===== src/rtl/rs_alu.sv =====
// ALU reservation station: holds dispatched ops until both operands are valid,
// snoops two result buses for wakeup, and issues the lowest ready entry per cycle.

`ifndef dataWidth
`define dataWidth 32
`endif
`ifndef addrWidth
`define addrWidth 32
`endif
`ifndef newopWidth
`define newopWidth 6
`endif
`ifndef tagWidth
`define tagWidth 5
`endif
`ifndef tagFree
`define tagFree 5'd0
`endif

module rs_alu #(
  parameter int unsigned DEPTH = 4
) (
  input  logic                   clk,
  input  logic                   rst_n,
  input  logic                   clr,
  input  logic                   alloc_en,
  input  logic [`newopWidth-1:0] alloc_op,
  input  logic [`addrWidth-1:0]  alloc_pc,
  input  logic [`tagWidth-1:0]   alloc_dest,
  input  logic [`dataWidth-1:0]  alloc_v1,
  input  logic [`dataWidth-1:0]  alloc_v2,
  input  logic [`tagWidth-1:0]   alloc_q1,
  input  logic [`tagWidth-1:0]   alloc_q2,
  input  logic                   cdb0_en,
  input  logic [`tagWidth-1:0]   cdb0_tag,
  input  logic [`dataWidth-1:0]  cdb0_data,
  input  logic                   cdb1_en,
  input  logic [`tagWidth-1:0]   cdb1_tag,
  input  logic [`dataWidth-1:0]  cdb1_data,
  output logic                   full,
  output logic                   ex_alu_en,
  output logic [`dataWidth-1:0]  exsrc1,
  output logic [`dataWidth-1:0]  exsrc2,
  output logic [`addrWidth-1:0]  expc,
  output logic [`newopWidth-1:0] exaluop,
  output logic [`tagWidth-1:0]   exdest
);

  localparam int unsigned DW = `dataWidth;
  localparam int unsigned AW = `addrWidth;
  localparam int unsigned OW = `newopWidth;
  localparam int unsigned TW = `tagWidth;
  localparam int unsigned IW = (DEPTH > 1) ? $clog2(DEPTH) : 1;
  localparam logic [TW-1:0] TAG_FREE = `tagFree;

  typedef struct packed {
    logic [OW-1:0] op;
    logic [AW-1:0] pc;
    logic [TW-1:0] dest;
    logic [DW-1:0] v1;
    logic [TW-1:0] q1;
    logic [DW-1:0] v2;
    logic [TW-1:0] q2;
  } entry_t;

  logic [DEPTH-1:0] busy;
  entry_t           ent [DEPTH];

  logic [DEPTH-1:0] ready_c;
  logic             ready_found_c;
  logic [IW-1:0]    ready_idx_c;
  logic [IW-1:0]    free_idx_c;
  logic             alloc_go_c;
  logic [DW-1:0]    a_v1_c;
  logic [DW-1:0]    a_v2_c;
  logic [TW-1:0]    a_q1_c;
  logic [TW-1:0]    a_q2_c;

  // A pending tag is satisfied by a bus only if the tag is a real producer tag.
  function automatic logic tag_hit(input logic en, input logic [TW-1:0] bus_tag,
                                   input logic [TW-1:0] q);
    return en && (bus_tag == q) && (q != TAG_FREE);
  endfunction

  assign full       = &busy;
  assign alloc_go_c = alloc_en && !full && !clr;

  // Lowest-index free and ready entries; iterating downward lets the lowest win.
  always_comb begin
    ready_c     = '0;
    ready_idx_c = '0;
    free_idx_c  = '0;
    for (int i = int'(DEPTH) - 1; i >= 0; i--) begin
      ready_c[i] = busy[i] && (ent[i].q1 == TAG_FREE) && (ent[i].q2 == TAG_FREE);
      if (ready_c[i]) ready_idx_c = IW'(i);
      if (!busy[i])   free_idx_c  = IW'(i);
    end
    ready_found_c = |ready_c;
  end

  // Same-cycle bypass of incoming operands from the result buses; cdb0 has priority.
  always_comb begin
    a_v1_c = alloc_v1;
    a_q1_c = alloc_q1;
    a_v2_c = alloc_v2;
    a_q2_c = alloc_q2;
    if (tag_hit(cdb0_en, cdb0_tag, alloc_q1)) begin
      a_v1_c = cdb0_data;
      a_q1_c = TAG_FREE;
    end else if (tag_hit(cdb1_en, cdb1_tag, alloc_q1)) begin
      a_v1_c = cdb1_data;
      a_q1_c = TAG_FREE;
    end
    if (tag_hit(cdb0_en, cdb0_tag, alloc_q2)) begin
      a_v2_c = cdb0_data;
      a_q2_c = TAG_FREE;
    end else if (tag_hit(cdb1_en, cdb1_tag, alloc_q2)) begin
      a_v2_c = cdb1_data;
      a_q2_c = TAG_FREE;
    end
  end

  always_ff @(posedge clk or negedge rst_n) begin
    if (!rst_n) begin
      busy      <= '0;
      ex_alu_en <= 1'b0;
      exsrc1    <= '0;
      exsrc2    <= '0;
      expc      <= '0;
      exaluop   <= '0;
      exdest    <= TAG_FREE;
      for (int i = 0; i < int'(DEPTH); i++) begin
        ent[i] <= '{op: '0, pc: '0, dest: TAG_FREE, v1: '0, q1: TAG_FREE, v2: '0, q2: TAG_FREE};
      end
    end else if (clr) begin
      busy      <= '0;
      ex_alu_en <= 1'b0;
    end else begin
      // Wakeup of waiting operands in busy entries.
      for (int i = 0; i < int'(DEPTH); i++) begin
        if (busy[i]) begin
          if (tag_hit(cdb0_en, cdb0_tag, ent[i].q1)) begin
            ent[i].v1 <= cdb0_data;
            ent[i].q1 <= TAG_FREE;
          end else if (tag_hit(cdb1_en, cdb1_tag, ent[i].q1)) begin
            ent[i].v1 <= cdb1_data;
            ent[i].q1 <= TAG_FREE;
          end
          if (tag_hit(cdb0_en, cdb0_tag, ent[i].q2)) begin
            ent[i].v2 <= cdb0_data;
            ent[i].q2 <= TAG_FREE;
          end else if (tag_hit(cdb1_en, cdb1_tag, ent[i].q2)) begin
            ent[i].v2 <= cdb1_data;
            ent[i].q2 <= TAG_FREE;
          end
        end
      end

      ex_alu_en <= ready_found_c;
      if (ready_found_c) begin
        busy[ready_idx_c] <= 1'b0;
        exsrc1  <= ent[ready_idx_c].v1;
        exsrc2  <= ent[ready_idx_c].v2;
        expc    <= ent[ready_idx_c].pc;
        exaluop <= ent[ready_idx_c].op;
        exdest  <= ent[ready_idx_c].dest;
      end

      // The free slot was non-busy pre-edge, so it never collides with the issued one.
      if (alloc_go_c) begin
        busy[free_idx_c] <= 1'b1;
        ent[free_idx_c]  <= '{op: alloc_op, pc: alloc_pc, dest: alloc_dest,
                              v1: a_v1_c, q1: a_q1_c, v2: a_v2_c, q2: a_q2_c};
      end
    end
  end

endmodule


===== config.mk =====
export PLATFORM = sky130hd
export DESIGN_NAME = rs_alu
export DESIGN_NICKNAME = d
export VERILOG_FILES = /design/src/rtl/rs_alu.sv
export SDC_FILE = /design/constraint.sdc
export NUM_CORES = 2
export LEC_CHECK = 0
export ABC_AREA = 0
export BUFFER_PORTS_ARGS = -buffer_cell sky130_fd_sc_hd__buf_4
export CAP_MARGIN = 10
export CORE_ASPECT_RATIO = 1.1
export CORE_MARGIN = 8
export CORE_UTILIZATION = 38
export CTS_CLUSTER_SIZE = 20
export DETAILED_ROUTE_END_ITERATION = 8
export GPL_ROUTABILITY_DRIVEN = 0
export PLACE_DENSITY_LB_ADDON = 0.15
export SLEW_MARGIN = 10
export SYNTH_ARGS = -nofsm -noshare
export SYNTH_HDL_FRONTEND = slang
export SYNTH_SLANG_ARGS = --single-unit

===== constraint.sdc =====
create_clock -name clk -period 3.26 [get_ports clk]
set_input_delay 0.978 -clock clk [delete_from_list [all_inputs] [get_ports clk]]
set_output_delay 0.978 -clock clk [all_outputs]
set_load 0.05 [all_outputs]

**Yosys cells after proc, flatten, opt, wreduce, memory -nomap -nowiden**

Index checks and enable logic that the tools add are counted.

- Register bits: 580
- Input bits: 197
- Output and inout port bits: 109
- Word-level logic and storage cells: 201

- $lt $le $gt $ge: 7
- Equal/unequal tests: 20
- Multiplexer cells: 56
- Bitwise gates (word level): 6
- Reduce and logical (&&, ||, !) cells: 77

Operators by type and width:

| operator | number |
|---|---|
| 37-bit 2-to-1 mux | 16 |
| 74-bit 2-to-1 mux | 8 |
| 468-bit bitwise mux | 1 |
| 425-bit 2-to-1 mux | 1 |
| 117-bit 2-to-1 mux | 3 |
| 117-bit binary-select mux with 2-bit select | 1 |
| 117-bit demux with 2-bit select | 1 |
| 32-bit 2-to-1 mux | 4 |
| 5-bit equality test | 20 |
| 1-bit logical AND | 53 |
| 5-bit nonzero test | 10 |
| 5-bit logical NOT | 8 |
| 5-bit 2-to-1 mux | 4 |
| 2-bit 2-to-1 mux | 8 |
| 4-bit 2-to-1 mux | 4 |
| 3-bit >= comparator, second input constant | 2 |
| 2-bit by 3-bit less-than comparator with 1-bit output, second input constant | 2 |
| 2-bit inverter with 3-bit output | 2 |
| 4-bit bitwise AND | 1 |
| 1-bit demux with 2-bit select | 2 |
| 2-bit by 1-bit >= comparator with 1-bit output, second input constant | 2 |
| 4-bit inverter | 1 |
| 4-bit bitwise OR | 1 |
| 2-bit AND reduction | 2 |
| 6 further kinds | 9 |

**Logic depth before layout (Yosys ltp)**

- Depth in word-level cells: 18
- Depth in mapped cells: 10

**Worst setup path after synthesis**

Ideal clock, no wire load.

- Path type: input-to-reg
- From: input cdb0_tag[4]
- To: register ent[364] (netlist bit)
- Arrival: 2.866 ns
- Data required time: 3.140 ns
- Slack: 0.274 ns
- Cell stages on the path: 10
- Buffers on the path: 4
- Cell sequence: buf_2 -> xor2_1 -> nor4_1 -> and2_1 -> buf_2 -> or3_1 -> clkbuf_1 -> clkbuf_1 -> o221ai_1 -> o211a_1

- Cells in the longest elaborated chain, start to end: 8

RTL lines:

| element | RTL line | source |
|---|---|---|
| start: declaration | 35 | `` input logic [`tagWidth-1:0] cdb0_tag, `` |
| 5-bit equality test | 82 | `return en && (bus_tag == q) && (q != TAG_FREE);` |
| 1-bit logical AND (2 in series) | 82 |  |
| 37-bit 2-to-1 mux | 149 | `if (tag_hit(cdb0_en, cdb0_tag, ent[i].q2)) begin` |
| 74-bit 2-to-1 mux | 141 | `if (busy[i]) begin` |
| 74-bit 2-to-1 mux | 135 | `end else if (clr) begin` |
| 468-bit bitwise mux | 172 | `ent[free_idx_c] <= '{op: alloc_op, pc: alloc_pc, dest: alloc_dest,` |
| 425-bit 2-to-1 mux (*) | 170 | `if (alloc_go_c) begin` |
| end signal: indexed assignment | 133 | `ent[i] <= '{op: '0, pc: '0, dest: TAG_FREE, v1: '0, q1: TAG_FREE, v2: '0, q2: TAG_FREE};` |
| end signal: indexed assignment | 172 |  |
| end: declaration | 67 | `entry_t ent [DEPTH];` |

Every way passes the cells marked *; elsewhere a longest branch is shown, timed or not. The select of a mux whose other input is x is not followed.
A chain may end at the register's enable or synchronous reset.

**Final worst setup path**

- From: register busy[1]
- To: output full

- Cells in the longest elaborated chain, start to end: 1

RTL lines:

| element | RTL line | source |
|---|---|---|
| start: declaration | 66 | `logic [DEPTH-1:0] busy;` |
| start signal: assignment | 125 | `busy <= '0;` |
| start signal: assignment | 136 | `busy <= '0;` |
| start signal: indexed assignment | 161 | `busy[ready_idx_c] <= 1'b0;` |
| 4-bit AND reduction | 85 | `assign full = &busy;` |
| end: declaration | 40 | `output logic full,` |

Every way passes these cells.

==> results.ini <==
[synthesis]
synth_fp_nets = 3946
synth_seq_cells = 580
syn_avg_cell_area_sq_um = 8.85
syn_area_sq_mm = 0.0332
synth_edf_count = 0
async_reset_ff_frac = 1.00
synth_cell_type_count = 58
yosys_warnings = 0
ys_seq_area_frac = 0.437
synthCells = 3749
synthFlopType = dfrtp_1

[worst_setup_path]
cp_num_cells = 3
critPathBufInv = 1
slowest_delay_ns = 0.68
r2r-start = ent[235]$_DFFE_PN0N_
cpMaxStageDelayCell = dfrtp_1
path_cells = nand3_1, nor2_1, buf_4
startpoint_type = flop
crit_type = flop to output port
required_ns = 2.28
ff2ff_path_depth = 7
cp-startpoint = busy[1]$_DFF_PN0_
cp-end-kind = output port
cp_data_arrival_time_ns = 2.11
worstPathMaxFanout = 11
critPathTopFamily = flip-flops

[detailed_routing]
ant_nets = 0
via_per_inst = 6.32
route.detailed.drc = 0
wl_mm = 148
first_pass_iters = 6
wl_per_cell_microns = 28.9
vias = 32459
drt_first_iter_violations = 3293

[clocking]
cts_sinks = 580
htree_levels = 3
cts_buffers = 70
clockBufferDepth = 3
ctsResizeCount = 0
cts-root-buf = clkbuf_16
clk_latency_ns = 0.64
clk_pin_slew_ns = 0.06
cts_hold_buf = 0
post_cts_buffers = 0
cts_tree = done

[pwr]
power.share.clock = 0.354
internal_power_uw = 15200
p_per_area_mw_per_mm2 = 556
pwr-share-seq = 0.439
peakVddDrop_v = 0.000347
p_sw_uw = 7150
combPwrFrac = 0.207
switching_share = 0.319
p_leak_uw = 0.0174

[grt]
antenna_found_initial = 13
overflow = 0
grt_pass1_vias = 32176
grt_max_degree = 112
grt_pass1_wl_mm = 220
grt.total_usage = 0.294

[die]
std_cell_rows = 113
die_y_microns = 326
start_util = 0.384
dieArea_sq_mm = 0.0971
io-pin-count = 306
core_area_sq_mm = 0.0864
die_x_microns = 298

[sta]
tns_ns = 0
tightest_slew_ns = 0.968
setup_viol = 0
rsz0062_at_grt = false
fin_hold_ws_ns = 0.246
fin_ws_ns = 0.173
fin_crit_sh = 0.947
slew_viol_final = 0
relSlewSlack = 0.352
worst_clock_skew_ns = 0.0396
min_period_ns = 3.09
hold_viol = 0
fmaxAchievable_mhz = 324

[layout]
finalNonFillerCells = 5132
fillers = 8291
seq_area_sq_mm = 0.0145
layout-drive-gt1-share = 0.192
final_util = 0.467
layout.nets = 4118
multi_input_area_sq_mm = 0.0169
syn_to_final_growth_pct = 21.4

[run]
cap_violations = 0

[placed_design]
dpl.hpwl_mm = 87.9
dp.cells = 4999
port_buffers = 305
pre_cts_ws_ns = -0.0110

[hold_path]
min_path_type = input port to async pin

[run_status]
status = completed

-- Yosys cell counts (all sizes together) (2+ instances only) --
cell type	count	area, sq um
a211oi	160	1200
a21o	25	188
a21oi	241	1210
a221o	188	1880
a221oi	111	1160
a31o	9	78.8
a31oi	35	234
a41oi	5	43.8
and2	7	43.8
and3	3	18.8
buf	77	387
clkbuf	343	1290
dfrtp	580	14500
inv	74	278
mux2i	160	1600
nand2	703	2640
nand2b	2	12.5
nand3	45	225
nand4	47	294
nor2	388	1460
nor3	44	220
nor4	10	109
o211a	42	420
o211ai	2	15.0
o21ai	60	300
o21bai	19	143
o221a	53	597
o221ai	142	1240
o22ai	35	219
o2bb2ai	5	43.8
or2	5	31.3
or3	8	50.1
or4	11	86.3
xnor2	68	596
xor2	31	272
-- registers in the layout (all words and copies together), names as in the netlist --
register / flops
exsrc2: 32
exdest: 5
ent: 468
busy: 4
ex_alu_en: 1
exaluop: 6
expc: 32
exsrc1: 32
-- cells by family (layout without fill, tap and decap cells) --
| group | Yosys count | count (layout) | synth area share |
|---|---|---|---|
| flip-flops | 580 | 580 | 0.437 |
| buffers and inverters | 494 | 720 | 0.0588 |
| other | 0 | 7 | 0 |
| XOR/XNOR | 99 | 99 | 0.0261 |
| AND/OR/NAND/NOR | 1278 | 1278 | 0.158 |
| multiplexers | 160 | 160 | 0.0483 |
| AO/OA/AOI/OAI | 1138 | 1138 | 0.272 |
-- worst register-to-register path: cells and delay by family (launching register included) --
kind	cells	cell delay [ns]
compound gates	3	0.90
buf+inv	1	0.22
flops	1	0.45
simple gates	3	1.17
-- cell usage in the layout, fill, tap and decap left out, types with 6 or more instances in the layout --
| cell type | instances |
|---|---|
| o221ai_1 | 142 |
| clkinvlp_4 | 6 |
| nand4_1 | 47 |
| or3_2 | 6 |
| buf_4 | 447 |
| a221o_1 | 188 |
| clkinv_2 | 16 |
| a21oi_1 | 241 |
| a31oi_1 | 34 |
| inv_1 | 73 |
| a21o_1 | 25 |
| o221a_2 | 50 |
| mux2i_1 | 160 |
| a221oi_2 | 30 |
| or4_1 | 9 |
| a221oi_1 | 81 |
| nor4_4 | 6 |
| xor2_1 | 31 |
| o22ai_1 | 35 |
| clkbuf_16 | 70 |
| dfrtp_1 | 580 |
| nor2_1 | 382 |
| nand3_1 | 43 |
| o21bai_1 | 19 |
| nor3_1 | 40 |
| xnor2_1 | 68 |
| buf_12 | 71 |
| clkbuf_8 | 9 |
| a31o_2 | 8 |
| clkbuf_1 | 17 |
| nand2_1 | 700 |
| a211oi_1 | 160 |
| diode_2 | 7 |
| o21ai_0 | 57 |
| o211a_1 | 42 |
-- layer usage --
layer,global-route usage,share of wire,up-vias
met2,0.460,0.45,1816
met1,0.385,0.40,16062
li1,-,-,14141
met4,0.124,0.044,14
met5,0,0.00061,-
met3,0.0733,0.10,426
-- cell type report --
cell class | instances | share of cell area
flip-flops and latches | 580 | 0.360
clock buffers | 95 | 0.0478
diodes | 7 | 0.000435
multi-input cells | 2675 | 0.420
repair buffers | 520 | 0.119
inverters | 74 | 0.00692
clock inverters | 31 | 0.00941
well taps | 1150 | 0.0357
-- power by group through the flow --
stage                     logic, uW  clock network [uW]  registers (uW)
after floorplan                2930                   0            9810
after global placement         4530                   0            9900
after detailed placement       4610                   0            9910
after CTS                      4630                8050            9810
after global routing           5070                8320           10000
final                          4640                7920            9830
-- final timing paths --
| path | endpoint | slack, ns |
|---|---|---|
| setup / recovery | full | 0.17 |
| hold / removal | exsrc2[17]$_DFFE_PN0P_ | 0.25 |
| setup reg to reg | exsrc2[26]$_DFFE_PN0P_ | 0.39 |
| hold reg to reg | ent[83]$_DFFE_PN0P_ | 0.47 |
| max in group asynchronous | ent[107]$_DFFE_PN0P_ | 2.03 |
| min in group clk | ent[83]$_DFFE_PN0P_ | 0.47 |
-- per-stage QoR --
step	instance area [sq um]	power, uW
2_1_floorplan	33200	12700
3_3_place_gp	38000	14400
3_5_place_dp	38000	14500
4_1_cts	40300	22500
5_1_grt	40300	23400
6_report	40300	22400
Power figures use the tool's default switching activity.
